--- src/rtl/cmd_decoder.sv ---
// DDR4 command-pin decoder: turns sampled pins into a registered one-hot command vector and sequences RD/WR bursts beat by beat.
// Optional macro BURST_CHOP_EN: RD/WR with a_in[12]=0 runs a 4-beat chopped burst.
module cmd_decoder #(
    parameter int ADDRWIDTH     = 17,
    parameter int BANKGROUPS    = 2,
    parameter int BANKSPERGROUP = 2,
    parameter int COLS          = 1024,
    parameter int BL            = 8
) (
    input  logic                                 clk,
    input  logic                                 reset_n,
    input  logic                                 cs_n,
    input  logic                                 act_n,
    input  logic                                 ras_n,
    input  logic                                 cas_n,
    input  logic                                 we_n,
    input  logic [ADDRWIDTH-1:0]                 a_in,
    input  logic [$clog2(BANKGROUPS):0]          bg_in,
    input  logic [$clog2(BANKSPERGROUP):0]       ba_in,
    input  logic                                 halt,
    output logic [18:0]                          commands,
    output logic [$clog2(BANKGROUPS):0]          bg,
    output logic [$clog2(BANKSPERGROUP):0]       ba,
    output logic [ADDRWIDTH-1:0]                 row,
    output logic [$clog2(COLS)-1:0]              column,
    output logic                                 burst_busy,
    output logic                                 cmd_err
);

    // state | meaning
    // IDLE  | no burst running; any decoded command is accepted
    // BURST | RD/WR beats in progress; only RD/WR on the last beat is accepted
    typedef enum logic [0:0] {IDLE, BURST} state_t;

    localparam int CW    = $clog2(COLS);
    localparam int BEATW = $clog2(BL);

    state_t                       state_q, state_d;
    logic [BEATW-1:0]             beat_q, beat_d;
    logic                         chop_q, chop_d;
    logic [18:0]                  commands_q, commands_d;
    logic [$clog2(BANKGROUPS):0]  bg_q, bg_d;
    logic [$clog2(BANKSPERGROUP):0] ba_q, ba_d;
    logic [ADDRWIDTH-1:0]         row_q, row_d;
    logic [CW-1:0]                column_q, column_d;
    logic                         busy_q, busy_d;
    logic                         err_q, err_d;

    logic [18:0]                  dec_cmd;
    logic                         dec_burst;
    logic                         dec_rsvd;
    logic                         dec_act;
    logic                         dec_valid;
    logic                         dec_chop;
    logic                         last_beat;
    logic [CW-1:0]                wrap_mask;

    always_comb begin
        dec_cmd   = '0;
        dec_burst = 1'b0;
        dec_rsvd  = 1'b0;
        dec_act   = 1'b0;
        if (!cs_n) begin
            if (!act_n) begin
                dec_cmd[18] = 1'b1;
                dec_act     = 1'b1;
            end else begin
                unique case ({ras_n, cas_n, we_n})
                    3'b010: begin
                        dec_cmd[8] = a_in[10];
                        dec_cmd[7] = ~a_in[10];
                    end
                    3'b101: begin
                        dec_cmd[4] = a_in[10];
                        dec_cmd[5] = ~a_in[10];
                        dec_burst  = 1'b1;
                    end
                    3'b100: begin
                        dec_cmd[0] = a_in[10];
                        dec_cmd[1] = ~a_in[10];
                        dec_burst  = 1'b1;
                    end
                    3'b001:  dec_cmd[10] = 1'b1;
                    3'b000:  dec_cmd[13] = 1'b1;
                    3'b111:  dec_rsvd    = 1'b0;
                    default: dec_rsvd    = 1'b1;
                endcase
            end
        end
        dec_valid = (dec_cmd != '0) || dec_rsvd;
    end

`ifdef BURST_CHOP_EN
    assign dec_chop = ~a_in[12];
`else
    assign dec_chop = 1'b0;
`endif

    // Beats wrap inside an N-aligned column block, so only the low log2(N) bits advance.
    assign wrap_mask = chop_q ? CW'(3) : CW'(BL - 1);
    assign last_beat = (beat_q == (chop_q ? BEATW'(3) : BEATW'(BL - 1)));

    always_comb begin
        state_d    = state_q;
        beat_d     = beat_q;
        chop_d     = chop_q;
        commands_d = commands_q;
        bg_d       = bg_q;
        ba_d       = ba_q;
        row_d      = row_q;
        column_d   = column_q;
        busy_d     = busy_q;
        err_d      = err_q;
        if (!halt) begin
            if (state_q == IDLE || last_beat) begin
                state_d    = IDLE;
                beat_d     = '0;
                commands_d = '0;
                busy_d     = 1'b0;
                if (dec_burst) begin
                    state_d    = BURST;
                    chop_d     = dec_chop;
                    commands_d = dec_cmd;
                    busy_d     = 1'b1;
                    bg_d       = bg_in;
                    ba_d       = ba_in;
                    column_d   = a_in[CW-1:0];
                end else if (dec_valid && state_q == BURST) begin
                    err_d = 1'b1;
                end else if (dec_rsvd) begin
                    err_d = 1'b1;
                end else if (dec_valid) begin
                    commands_d = dec_cmd;
                    bg_d       = bg_in;
                    ba_d       = ba_in;
                    if (dec_act) begin
                        row_d = a_in;
                    end
                end
            end else begin
                beat_d   = beat_q + 1'b1;
                column_d = (column_q & ~wrap_mask) | ((column_q + CW'(1)) & wrap_mask);
                if (dec_valid) begin
                    err_d = 1'b1;
                end
            end
        end
    end

    always_ff @(posedge clk or negedge reset_n) begin
        if (!reset_n) begin
            state_q    <= IDLE;
            beat_q     <= '0;
            chop_q     <= 1'b0;
            commands_q <= '0;
            bg_q       <= '0;
            ba_q       <= '0;
            row_q      <= '0;
            column_q   <= '0;
            busy_q     <= 1'b0;
            err_q      <= 1'b0;
        end else begin
            state_q    <= state_d;
            beat_q     <= beat_d;
            chop_q     <= chop_d;
            commands_q <= commands_d;
            bg_q       <= bg_d;
            ba_q       <= ba_d;
            row_q      <= row_d;
            column_q   <= column_d;
            busy_q     <= busy_d;
            err_q      <= err_d;
        end
    end

    assign commands   = commands_q;
    assign bg         = bg_q;
    assign ba         = ba_q;
    assign row        = row_q;
    assign column     = column_q;
    assign burst_busy = busy_q;
    assign cmd_err    = err_q;

endmodule

--- config.mk ---
export PLATFORM = sky130hd
export DESIGN_NAME = cmd_decoder
export DESIGN_NICKNAME = d
export VERILOG_FILES = /design/src/rtl/cmd_decoder.sv
export SDC_FILE = /design/constraint.sdc
export NUM_CORES = 1
export LEC_CHECK = 0
export CORE_ASPECT_RATIO = 0.9
export CORE_UTILIZATION = 40
export CTS_CLUSTER_SIZE = 40
export DETAILED_ROUTE_END_ITERATION = 7
export GPL_TIMING_DRIVEN = 0
export PLACE_DENSITY = 0.75
export SLEW_MARGIN = 10
export SYNTH_ARGS = -nofsm -noshare
export SYNTH_HDL_FRONTEND = slang
export SYNTH_SLANG_ARGS = --single-unit
--- constraint.sdc ---
create_clock -name clk -period 2.59 [get_ports clk]
set_input_delay 0.3885 -clock clk [delete_from_list [all_inputs] [get_ports clk]]
set_output_delay 0.3885 -clock clk [all_outputs]
set_load 0.02 [all_outputs]
# After elaboration in Yosys (flattened, before gate mapping)
# Cells that the tools add are included.
word_totals:
  reg_bits: 55
  word_cells: 86
  out_inout_bits: 52
  inputBits: 29
op_classes:
  reduce_logical: 14
  n_bitwise: 7
  n_addsub: 2
  eq_ne: 11
  mux: 44
op_table:
  columns: ["cell", "count"]
  rows:
  - ["$mux W19", 4]
  - ["$mux W2", 17]
  - ["$mux W1", 20]
  - ["$mux W10", 2]
  - ["$eq A3 B3 Y1 const B", 4]
  - ["$or A10 B3 Y10", 1]
  - ["$reduce_bool A9 Y1", 1]
  - ["$ne A2 B2 Y1 const B", 4]
  - ["$reduce_and A7 Y1", 1]
  - ["$add A3 B1 Y3 const B", 2]
  - ["$not A1 Y1", 6]
  - ["$reduce_or A6 Y1", 1]
  - ["$reduce_and A5 Y1", 1]
  - ["$reduce_and A2 Y1", 2]
  - ["$reduce_and A4 Y1", 1]
  - ["$reduce_bool A2 Y1", 2]
  - ["$eq A3 B1 Y1 const B", 1]
  - ["$eq A3 B2 Y1 const B", 1]
  - ["$logic_not A3 Y1", 1]
  - ["$mux W3", 1]
  - ["$ne A3 B2 Y1 const B", 1]
  - ["$logic_or A1 B1 Y1", 2]
  - ["$reduce_or A2 Y1", 1]
  - ["$logic_and A1 B1 Y1", 1]

# Longest topological paths before layout
# Gate-level depths: netlist (run 1).
depth:
  depth_word: 10
  mapped_depth: 6
  mapped_depth_nobuf: 5

# Worst setup path after synthesis (run 1)
# Ideal clock, no wire load.
synth_path:
  kind: "flip-flop to flip-flop"
  from: "register, netlist name burst_busy"
  to: "register row_q[10] (netlist: row[10])"
  setup_ns: 0.125
  slack_ns: 0.823
  path_buffers: 2
  path_stages_with_launch: 5
  required_time_ns: 2.465
  period_less_slack_ns: 1.767
  arrival_ns: 1.642
  path_cell_list: "dfrtp_1 -> buf_6 -> nor4_4 -> buf_6 -> mux2_2"
synth_lines:
  columns: ["element", "line_no", "source"]
  rows:
  - ["to (signal assigned)", "169", "row_q <= row_d;"]
  - ["to (decl)", "44", "logic [ADDRWIDTH-1:0] row_q, row_d;"]

# Worst setup path after layout (run 1)
layout_path:
  from: "input act_n"
  to: "register row_q[9] (netlist: row[9])"
layout_via:
  elab_chain_len: 7
  elab_cells_between_ends: 23
  classes_between: "mux (16); bitwise (3); reduce/logical (4)"
layout_rtl:
  columns: ["element", "line_no", "source"]
  rows:
  - ["from (decl)", "13", "input logic act_n,"]
  - ["$mux W2 / $mux W1 (equally long branches)", "64", "if (!act_n) begin"]
  - ["$mux W2 / $mux W1 (equally long branches)", "63", "if (!cs_n) begin"]
  - ["$reduce_bool A9 Y1", "90", "dec_valid = (dec_cmd != '0) || dec_rsvd;"]
  - ["$logic_or A1 B1 Y1", "90", null]
  - ["$logic_and A1 B1 Y1", "128", "end else if (dec_valid && state_q == BURST) begin"]
  - ["$not A1 Y1 (no line)", null, null]
  - ["$reduce_and A7 Y1 (no line) (*)", null, null]
# Mark *: on every way between the ends. The rest lies on a longest branch, timed or not.
# A chain may end at the register's enable or synchronous reset.

==> out/results.ini, run 1 <==
[critical_path]
rr_endpoint = column[3]$_DFFE_PN0P_
worst-endpoint-required_ns = 2.77
startpoint = act_n
cp-start-kind = input pin
rrSetupSlack_ns = 0.64
critPathKind = in -> reg
rr_worst_depth = 6
r2r-start = beat_q[0]$_DFFE_PN0N_
endpoint = row[9]$_DFFE_PN0P_
crit_fanout = 10
cp.arrival_ns = 2.23
worst_setup_path_end_kind = flop

[floorplan]
ios = 81
core_mm2 = 0.004865
die_area_mm2 = 0.005382
dieHeight_um = 69.70
start_util_pct = 41.87
fp-row-count = 24
die_w_um = 77.22

[timing]
final.setup.tns_ns = 0
hold_slack_ns = 0.07734
hold_viol_final = 0
setup_viol = 0
skew_ns = 0.007872
fin_crit_sh_pct = 79.23
slew_headroom_pct = 47.06
rsz0062_at_grt = false
maxSlewViolCount = 0
period_needed_ns = 2.052
worst_pin_slew_ns = 0.7835
fmaxAchievable_mhz = 487.3

[power_and_ir_drop]
power_uw = 1899
cellPowerDensity_mw_per_mm2 = 646.2
ir_drop_v = 0.0003316
p_leak_uw = 0.001260

[hold_path]
hp-class = in -> async

[synthesis]
ys_async_sr_fraction_pct = 100.0
synth_area_mm2 = 0.002037
ys_ff_latch = 45
syn_area_per_cell_um2 = 13.31
synth_top_area_share_pct = 55.28
synth.area.top_cells = dfrtp_1, mux2_2, buf_4, ha_1, a32o_1
ys_seq_area_share_pct = 55.28
synth_edf_count = 0
synth_top_area_cell = dfrtp_1
netlist_instances = 153
ys.flop_type = dfrtp_1
yosysWarnings = 0
yosysUniqueCellTypes = 42

[clock_tree]
path_clk_slew_ns = 0.08
ctsHoldBuffers = 0
clk_path_buf_depth = 2
cts_post_setup_buffers_inserted = 0
cts.sinks = 45
cts_max_level = 2
cts_root_buf = clkbuf_8
cts_buffers = 5
cts_tree = yes
clk_latency_ns = 0.29
cts_resized = 0

[routing]
drt-wirelength-per-cell_um = 14.56
num_vias = 1526
ant_nets = 0
drt-total-wl_um = 4411
drtIter0Drc = 38
via_per_inst = 5.036
drc = 0
first_pass_iters = 4

[cells_and_area]
design_area_mm2 = 0.002939
final_util_pct = 60.42
area_growth_pct = 44.29
drive_gt1_share_pct = 23.95
antenna_cells = 0
nets = 271

[placed_design]
numPortBuffers = 69
place_area_mm2 = 0.002865
gp_congestion = 0.7160
hpwl_um = 3257

[global_routing]
antenna_found_initial = 0
grt_overflow_total = 0
grt_max_degree = 25
grt_pass1_vias = 1606
grt_pass1_wl_um = 7300
track_usage_pct = 17.22

[outcome]
status = completed

[run]
cap_violations = 0

[cells in the final DEF (no fill, tap or decap), types with 3 or more instances in the layout]
cell type and count:
a21o_1 3, a22o_1 3, a32o_1 3, buf_2 3
buf_4 11, clkbuf_8 5, clkdlybuf4s50_1 68, conb_1 10
dfrtp_1 45, ha_1 3, mux2_2 28, nand2_1 6
nor3_1 4, nor3b_1 3, o211ai_1 3, o21ai_0 4
[per-layer routing]
layer | vias to the layer above | routed length (um) | track usage, %
li1 | 716 | - | -
met1 | 746 | 1881 | 19.40
met2 | 56 | 2188 | 30.68
met3 | 8 | 282 | 5.526
met4 | 0 | 59 | 5.451
met5 | - | 0 | 0
[report_power, final]
group | switching [uW] | total (uW) | internal, uW
combinational | 291 | 625 | 335
sequential | 59.3 | 871 | 812
clock | 225 | 403 | 178
total | 575 | 1900 | 1320
[registers in the layout (all words and copies together) (netlist names)]
signal and flops:
row 17, column 10, commands 9, beat_q 3
ba 2, bg 2, burst_busy 1, cmd_err 1
[cells in the mapped netlist, drive strengths merged, types with 2 or more instances]
master	instances
inv	2
nor2	2
a32o	3
clkbuf	2
nor3b	3
a22o	3
a21o	3
nand2b	2
nand2	6
buf	15
o21ai	4
dfrtp	45
ha	3
o211ai	3
mux2	28
nor3	5
a21oi	2
[through the flow]
step                setup WS [ns]  cells
floorplan                  0.8228    162
global route               0.4466    303
CTS                        0.4791    303
detailed placement         0.1631    297
finish                     0.5379    303
global placement          -0.1081    296
[area by class of cell]
| class | instances | area, um2 |
|---|---|---|
| tap | 65 | 81.33 |
| sequential | 45 | 1126 |
| fill | 433 | 1926 |
| clock buffer | 5 | 68.82 |
| clock inverter | 1 | 5.005 |
| timing repair buffer | 70 | 713.2 |
| buffer | 17 | 122.6 |
| multi-input combinational | 98 | 814.5 |
| inverter | 2 | 7.507 |
[worst min-delay path by stage]
stage | endpoint | slack, ns | cells past startpoint
detailed placement | row[2]$_DFFE_PN0P_ | 0.41 | 1
floorplan | ba[0]$_DFFE_PN0P_ | 0.09 | 0
CTS | row[5]$_DFFE_PN0P_ | 0.08 | 1
finish | row[3]$_DFFE_PN0P_ | 0.08 | 1
global route | column[5]$_DFFE_PN0P_ | 0.11 | 1
global placement | cmd_err$_DFFE_PN0P_ | 0.46 | 1
[critical path: stages]
cell and delay [ns]:
clkdlybuf4s50_1 0.58, nor4_4 0.68, buf_6 0.24, mux2_2 0.34
[cell families after synthesis]
logic type | count (synthesis) | share of synthesized area [%]
and+or+nand+nor | 29 | 10.26
muxes | 28 | 15.48
DFF | 45 | 55.28
AOI/OAI and AO/OA | 28 | 10.57
adders and majority gates | 3 | 1.843
other | 1 | 0.1841
buffers and inverters | 19 | 6.388
(Power assumes the default switching activity.)
==> run 2: changes to the inputs <==
==> constraint.sdc (replaced) <==
create_clock -name clk -period 1.94 [get_ports clk]
set_input_delay 0.291 -clock clk [delete_from_list [all_inputs] [get_ports clk]]
set_output_delay 0.291 -clock clk [all_outputs]
set_load 0.02 [all_outputs]
==> run 2 against run 1 <==
  * Core utilization increased by 0.98 points
  * Register-to-register slack got worse by 0.54 ns
  * Clock-buffer cell count unchanged
  * Worst hold slack improved by 0.32 ns
  * Final cell count increased by 1.3%
==> out/results.ini, run 2 (same netlist as run 1, synthesis figures left out) <==
[power_and_ir_drop]
ir_drop_v = 0.0004449  ; was 0.0003316 V
pwr-share-seq_pct = 45.8  ; was 45.9%
cellPowerDensity_mw_per_mm2 = 851.4  ; was 646.2 mW/mm2
clockPowerShare_pct = 21.2  ; about the same
p_int_uw = 1773  ; was 1325 uW
p_leak_uw = 0.001281  ; was 0.001260 uW
combPwrFrac_pct = 33.1  ; was 32.9%
switching_share_pct = 30.27  ; was 30.26%
p_sw_uw = 769.8  ; was 574.8 uW

[timing]
fin_crit_sh_pct = 95.66
period_needed_ns = 1.856
worst_pin_slew_ns = 0.8126  ; was 0.7835 ns
slew_headroom_pct = 45.09  ; was 47.06%
maxSlewViolCount = 0  ; unchanged
final.setup.worst_slack_ns = 0.08418  ; was 0.5379 ns
hold_viol_final = 0  ; unchanged
rsz0062_at_grt = false  ; unchanged
final.setup.tns_ns = 0  ; unchanged
skew_ns = 0.007065  ; was 0.007872 ns
fmaxAchievable_mhz = 538.8
hold_slack_ns = 0.3993  ; was 0.07734 ns
setup_viol = 0  ; unchanged

[placed_design]
numPortBuffers = 69  ; unchanged
place_ws_ns = -0.3894  ; was 0.1631 ns
gp_congestion = 0.7160  ; unchanged
hpwl_um = 3257  ; unchanged

[floorplan]
core_mm2 = 0.004865  ; unchanged
fp-row-count = 24  ; unchanged
die_area_mm2 = 0.005382  ; unchanged
die_w_um = 77.22  ; unchanged
ios = 81  ; unchanged
dieHeight_um = 69.70  ; unchanged
start_util_pct = 41.87  ; unchanged

[global_routing]
grt_overflow_total = 0  ; unchanged
grt_max_degree = 25  ; unchanged
track_usage_pct = 17.71  ; was 17.22%
grt_pass1_vias = 1659  ; was 1606
antenna_found_initial = 0  ; unchanged
grt_pass1_wl_um = 7452  ; was 7300 um

[cells_and_area]
mostFrequentLayoutCells = clkdlybuf4s50_1, dfrtp_1, mux2_2  ; unchanged
fillCellCount = 428  ; was 433
nets = 275  ; was 271
area_growth_pct = 46.62  ; was 44.29%
final_common_cell = clkdlybuf4s50_1  ; unchanged
drive_gt1_share_pct = 25.21  ; was 23.95%
antenna_cells = 0  ; unchanged
largest_reg_flops = 17  ; unchanged

[critical_path]
rr_worst_depth = 5  ; was 6
r2r-start = beat_q[0]$_DFFE_PN0N_  ; unchanged
worst_setup_path_end_kind = flop  ; unchanged
rrSetupSlack_ns = 0.10  ; was 0.64 ns
worst-endpoint-required_ns = 2.12  ; was 2.77 ns
critPathKind = in -> reg  ; unchanged
rr_endpoint = ba[1]$_DFFE_PN0P_  ; was column[3]$_DFFE_PN0P_
cp.arrival_ns = 2.04  ; was 2.23 ns
crit_fanout = 8  ; was 10
cp-start-kind = input pin  ; unchanged

[routing]
drc = 0  ; unchanged
drt-total-wl_um = 4508  ; was 4411 um
first_pass_iters = 4  ; unchanged
drt-wirelength-per-cell_um = 14.68  ; was 14.56 um
drtIter0Drc = 45  ; was 38
via_per_inst = 5.046  ; was 5.036
num_vias = 1549  ; was 1526
ant_nets = 0  ; unchanged

[clock_tree]
cts_buffers = 5  ; unchanged
cts_root_buf = clkbuf_8  ; unchanged
clk_latency_ns = 0.29  ; about the same
cts_max_level = 2  ; unchanged
cts_tree = yes  ; unchanged
path_clk_slew_ns = 0.08  ; about the same
clk_path_buf_depth = 2  ; unchanged
cts.sinks = 45  ; unchanged

[hold_path]
whs_path_depth = 4
worstHoldEndpoint = commands[7]$_DFFE_PN0P_
hp-class = in -> reg  ; was in -> async
min_from = cs_n

[run]
cap_violations = 0  ; unchanged

[outcome]
status = completed  ; unchanged

## run 2: per-stage QoR
stage               utilization [%]  total power, uW  area, um2  cells
floorplan                         -             1588       2071    162
global placement              58.44             1998       2843    296
detailed placement            58.90             2025       2865    297
CTS                           61.34             2577       2984    307
global route                  61.39             2661       2987    307
finish                        61.39             2543       2987    307
## run 2: power by group through the flow
stage | registers (uW) | logic (uW) | clock network [uW]
after floorplan | 1360 | 227 | 0
after global placement | 1180 | 823 | 0
after detailed placement | 1180 | 842 | 0
after CTS | 1160 | 851 | 561
after global routing | 1190 | 889 | 586
final | 1160 | 841 | 538
## run 2: layout make-up
class | count | area (um2) | share of cell area [%]
sequential | 45 | 1126 | 37.70
multi-input combinational | 98 | 817.0 | 27.36
timing repair buffer | 74 | 758.2 | 25.39
buffer | 17 | 122.6 | 4.106
tap | 65 | 81.33 | 2.723
clock buffer | 5 | 68.82 | 2.304
inverter | 2 | 7.507 | 0.2514
clock inverter | 1 | 5.005 | 0.1676
## run 2: per-layer routing
| metal | GRT usage [%] | up-vias | wire length [um] | share of wire [%] |
|---|---|---|---|---|
| met3 | 5.658 | 12 | 294 | 6.5 |
| met2 | 30.58 | 61 | 2185 | 48 |
| met4 | 7.757 | 0 | 107 | 2.4 |
| met1 | 19.91 | 755 | 1920 | 43 |
| met5 | 0 | - | 0 | 0 |
| li1 | - | 721 | - | - |
## run 2: worst max path at each step
stage | cells past startpoint | endpoint | slack [ns] | startpoint
CTS | 5 | ba[1]$_DFFE_PN0P_ | 0.05 | beat_q[0]$_DFFE_PN0N_
detailed placement | 4 | row[10]$_DFFE_PN0P_ | -0.39 | act_n
global placement | 1 | row[12]$_DFFE_PN0P_ | -0.66 | reset_n
floorplan | 4 | row[10]$_DFFE_PN0P_ | 0.17 | burst_busy$_DFFE_PN0P_
finish | 5 | column[3]$_DFFE_PN0P_ | 0.08 | cas_n
global route | 5 | column[9]$_DFFE_PN0P_ | 0.01 | cas_n
## run 2: repair_timing
item,in CTS,in global routing
pin swaps,2,1
setup buffers,3,0
endpoints found under the hold margin,21,0
resized for setup,0,1
endpoints found under the setup margin,16,4
hold buffers,1,0
## run 2: worst max-delay path, stage by stage
cell and delay, ns:
clkdlybuf4s50_1 0.55, nand4bb_2 0.44, nor3_4 0.27, buf_12 0.15, mux2_2 0.33
==> run 3: changes to the inputs <==
--- a/config.mk
+++ b/config.mk
@@ -5,12 +5,14 @@
 export SDC_FILE = /design/constraint.sdc
 export NUM_CORES = 1
 export LEC_CHECK = 0
+export CELL_PAD_IN_SITES_DETAIL_PLACEMENT = 0
+export CELL_PAD_IN_SITES_GLOBAL_PLACEMENT = 2
 export CORE_ASPECT_RATIO = 0.9
-export CORE_UTILIZATION = 40
+export CORE_UTILIZATION = 27
 export CTS_CLUSTER_SIZE = 40
 export DETAILED_ROUTE_END_ITERATION = 7
 export GPL_TIMING_DRIVEN = 0
-export PLACE_DENSITY = 0.75
+export PLACE_DENSITY_LB_ADDON = 0.1
 export SLEW_MARGIN = 10
 export SYNTH_ARGS = -nofsm -noshare
 export SYNTH_HDL_FRONTEND = slang
==> run 3 against run 2 <==
  * The flow now finishes with violations (hold timing)
  * First-iteration DRC count grew 13%
  * Wire length grew 16%
  * Maximum frequency grew 0.74%
  * Register-to-register slack is essentially flat
  * Clock power grew 28%
  * Via count grew 0.13%
  * Die area grew 47%
  * Final cell count grew 10%
  * Highest routed layer unchanged
==> out/results.ini, run 3 (same netlist as run 1, synthesis figures left out) <==
[timing]
maxSlewViolCount = 0  ; unchanged
hold_viol_final = 5  ; was 0
hold_slack_ns = -0.005239  ; was 0.3993 ns
slew_headroom_pct = 58.81  ; was 45.09%
period_needed_ns = 1.842  ; was 1.856 ns
rsz0062_at_grt = false  ; unchanged
skew_ns = 0.007413  ; was 0.007065 ns
fin_crit_sh_pct = 94.96  ; was 95.66%
setup_viol = 0  ; unchanged
final.setup.tns_ns = 0  ; unchanged
worst_pin_slew_ns = 0.6090  ; was 0.8126 ns
fmaxAchievable_mhz = 542.8  ; was 538.8 MHz

[global_routing]
grt_max_degree = 25  ; unchanged
grt_pass1_wl_um = 8756  ; was 7452 um
grt_pass1_vias = 1682  ; was 1659
antenna_found_initial = 0  ; unchanged
track_usage_pct = 14.55  ; was 17.71%
grt_overflow_total = 0  ; unchanged

[cells_and_area]
area_growth_pct = 51.54  ; was 46.62%
design_area_mm2 = 0.003087  ; was 0.002987 mm2
largest_reg_flops = 17  ; unchanged
drive_gt1_share_pct = 27.35  ; was 25.21%
fillCellCount = 680  ; was 428
mostFrequentLayoutCells = clkdlybuf4s50_1, dfrtp_1, mux2_2  ; unchanged
final_common_cell = clkdlybuf4s50_1  ; unchanged
antenna_cells = 0  ; unchanged
final_util_pct = 42.96  ; was 61.39%
nets = 277  ; was 275

[routing]
drtIter0Drc = 51  ; was 45
ant_nets = 0  ; unchanged
drt-total-wl_um = 5238  ; was 4508 um
via_per_inst = 4.589  ; was 5.046
first_pass_iters = 5  ; was 4
drc = 0  ; unchanged
num_vias = 1551  ; was 1549
drt-wirelength-per-cell_um = 15.50  ; was 14.68 um

[critical_path]
r2r-start = beat_q[0]$_DFFE_PN0N_  ; unchanged
cp.arrival_ns = 2.02  ; was 2.04 ns
critPathKind = reg -> reg  ; was in -> reg
worst-endpoint-required_ns = 2.12  ; about the same
cp-start-kind = flop  ; was input pin
worst_setup_path_end_kind = flop  ; unchanged
startpoint = beat_q[0]$_DFFE_PN0N_  ; was cas_n
crit_fanout = 6  ; was 8
rrSetupSlack_ns = 0.1  ; was 0.10 ns

[floorplan]
start_util_pct = 28.35  ; was 41.87%
ios = 81  ; unchanged
dieHeight_um = 84.40  ; was 69.70 um
core_mm2 = 0.007184  ; was 0.004865 mm2
die_w_um = 93.56  ; was 77.22 um
fp-row-count = 29  ; was 24
die_area_mm2 = 0.007896  ; was 0.005382 mm2

[placed_design]
gp_congestion = 0.7197  ; was 0.7160
hpwl_um = 3829  ; was 3257 um
numPortBuffers = 69  ; unchanged
place_area_mm2 = 0.002900  ; was 0.002865 mm2

[clock_tree]
cts_tree = yes  ; unchanged
cts.sinks = 45  ; unchanged
ctsHoldBuffers = 0  ; was 1
path_clk_slew_ns = 0.08  ; about the same
clk_latency_ns = 0.29  ; about the same
clk_path_buf_depth = 2  ; unchanged
cts_max_level = 2  ; unchanged
cts_buffers = 5  ; unchanged
cts_root_buf = clkbuf_8  ; unchanged

[outcome]
violations = hold timing
status = complete, but fails checks  ; was completed

[power_and_ir_drop]
power_uw = 2713  ; was 2543 uW
cellPowerDensity_mw_per_mm2 = 878.8  ; was 851.4 mW/mm2
p_leak_uw = 0.001313  ; was 0.001281 uW
ir_drop_v = 0.0004569  ; was 0.0004449 V

[run]
cap_violations = 0  ; unchanged

[hold_path]
hp-class = in -> async  ; was in -> reg

==> run 3: area by class of cell <==
cell class / instances / area [um2] / area share [%]
Buffer: 17 / 122.6 / 3.972
Timing Repair Buffer: 76 / 770.7 / 24.97
Inverter: 2 / 7.507 / 0.2432
Sequential cell: 45 / 1126 / 36.48
Multi-Input combinational cell: 98 / 839.6 / 27.20
Clock buffer: 5 / 68.82 / 2.229
Tap cell: 93 / 116.4 / 3.770
Clock inverter: 2 / 35.03 / 1.135
==> run 3: final timing paths <==
check,cells past startpoint,to
max in group asynchronous,2,commands[4]$_DFFE_PN0P_
min in group clk,4,commands[7]$_DFFE_PN0P_
max,6,bg[1]$_DFFE_PN0P_
min,1,cmd_err$_DFFE_PN0P_
max reg2reg,6,bg[1]$_DFFE_PN0P_
min reg2reg,1,cmd_err$_DFFE_PN0P_
==> run 3: per-stage QoR <==
step | worst slack [ns] | hold slack (ns) | std cells
6_report | 0.09784 | -0.005239 | 338
5_1_grt | 0.02075 | 0.03842 | 338
4_1_cts | 0.01543 | 0.004619 | 336
3_5_place_dp | -0.4475 | 0.3297 | 325
3_3_place_gp | -0.6461 | 0.4550 | 324
2_1_floorplan | 0.1728 | -0.004591 | 162
==> run 3: critical path: stages, from the launching register on <==
cell and delay [ns]:
dfrtp_1 0.41, ha_1 0.22, ha_2 0.21, and4b_2 0.25
a22oi_2 0.14, buf_4 0.17, mux2_2 0.33
==> run 3: metal layers <==
layer | up-vias | share of wire, % | track usage [%] | routed length, um
met1 | 764 | 45 | 19.72 | 2346
met2 | 56 | 47 | 22.59 | 2467
li1 | 724 | - | - | -
met4 | 0 | 1.3 | 4.615 | 70
met5 | - | 0 | 0 | 0
met3 | 7 | 6.8 | 3.895 | 354
==> run 3: where the power goes <==
part	switching, uW	leakage (uW)	internal, uW
logic	399	0.000703	459
clock network	312	0.0000540	375
registers	84.2	0.000556	1080
total	795	0.00131	1920
==> run 3: timing repair <==
item / CTS / global route
pin swaps: 2 / 1
buffers inserted: 4 / 2
setup endpoints to repair: 16 / 13
resized for setup: 0 / 5
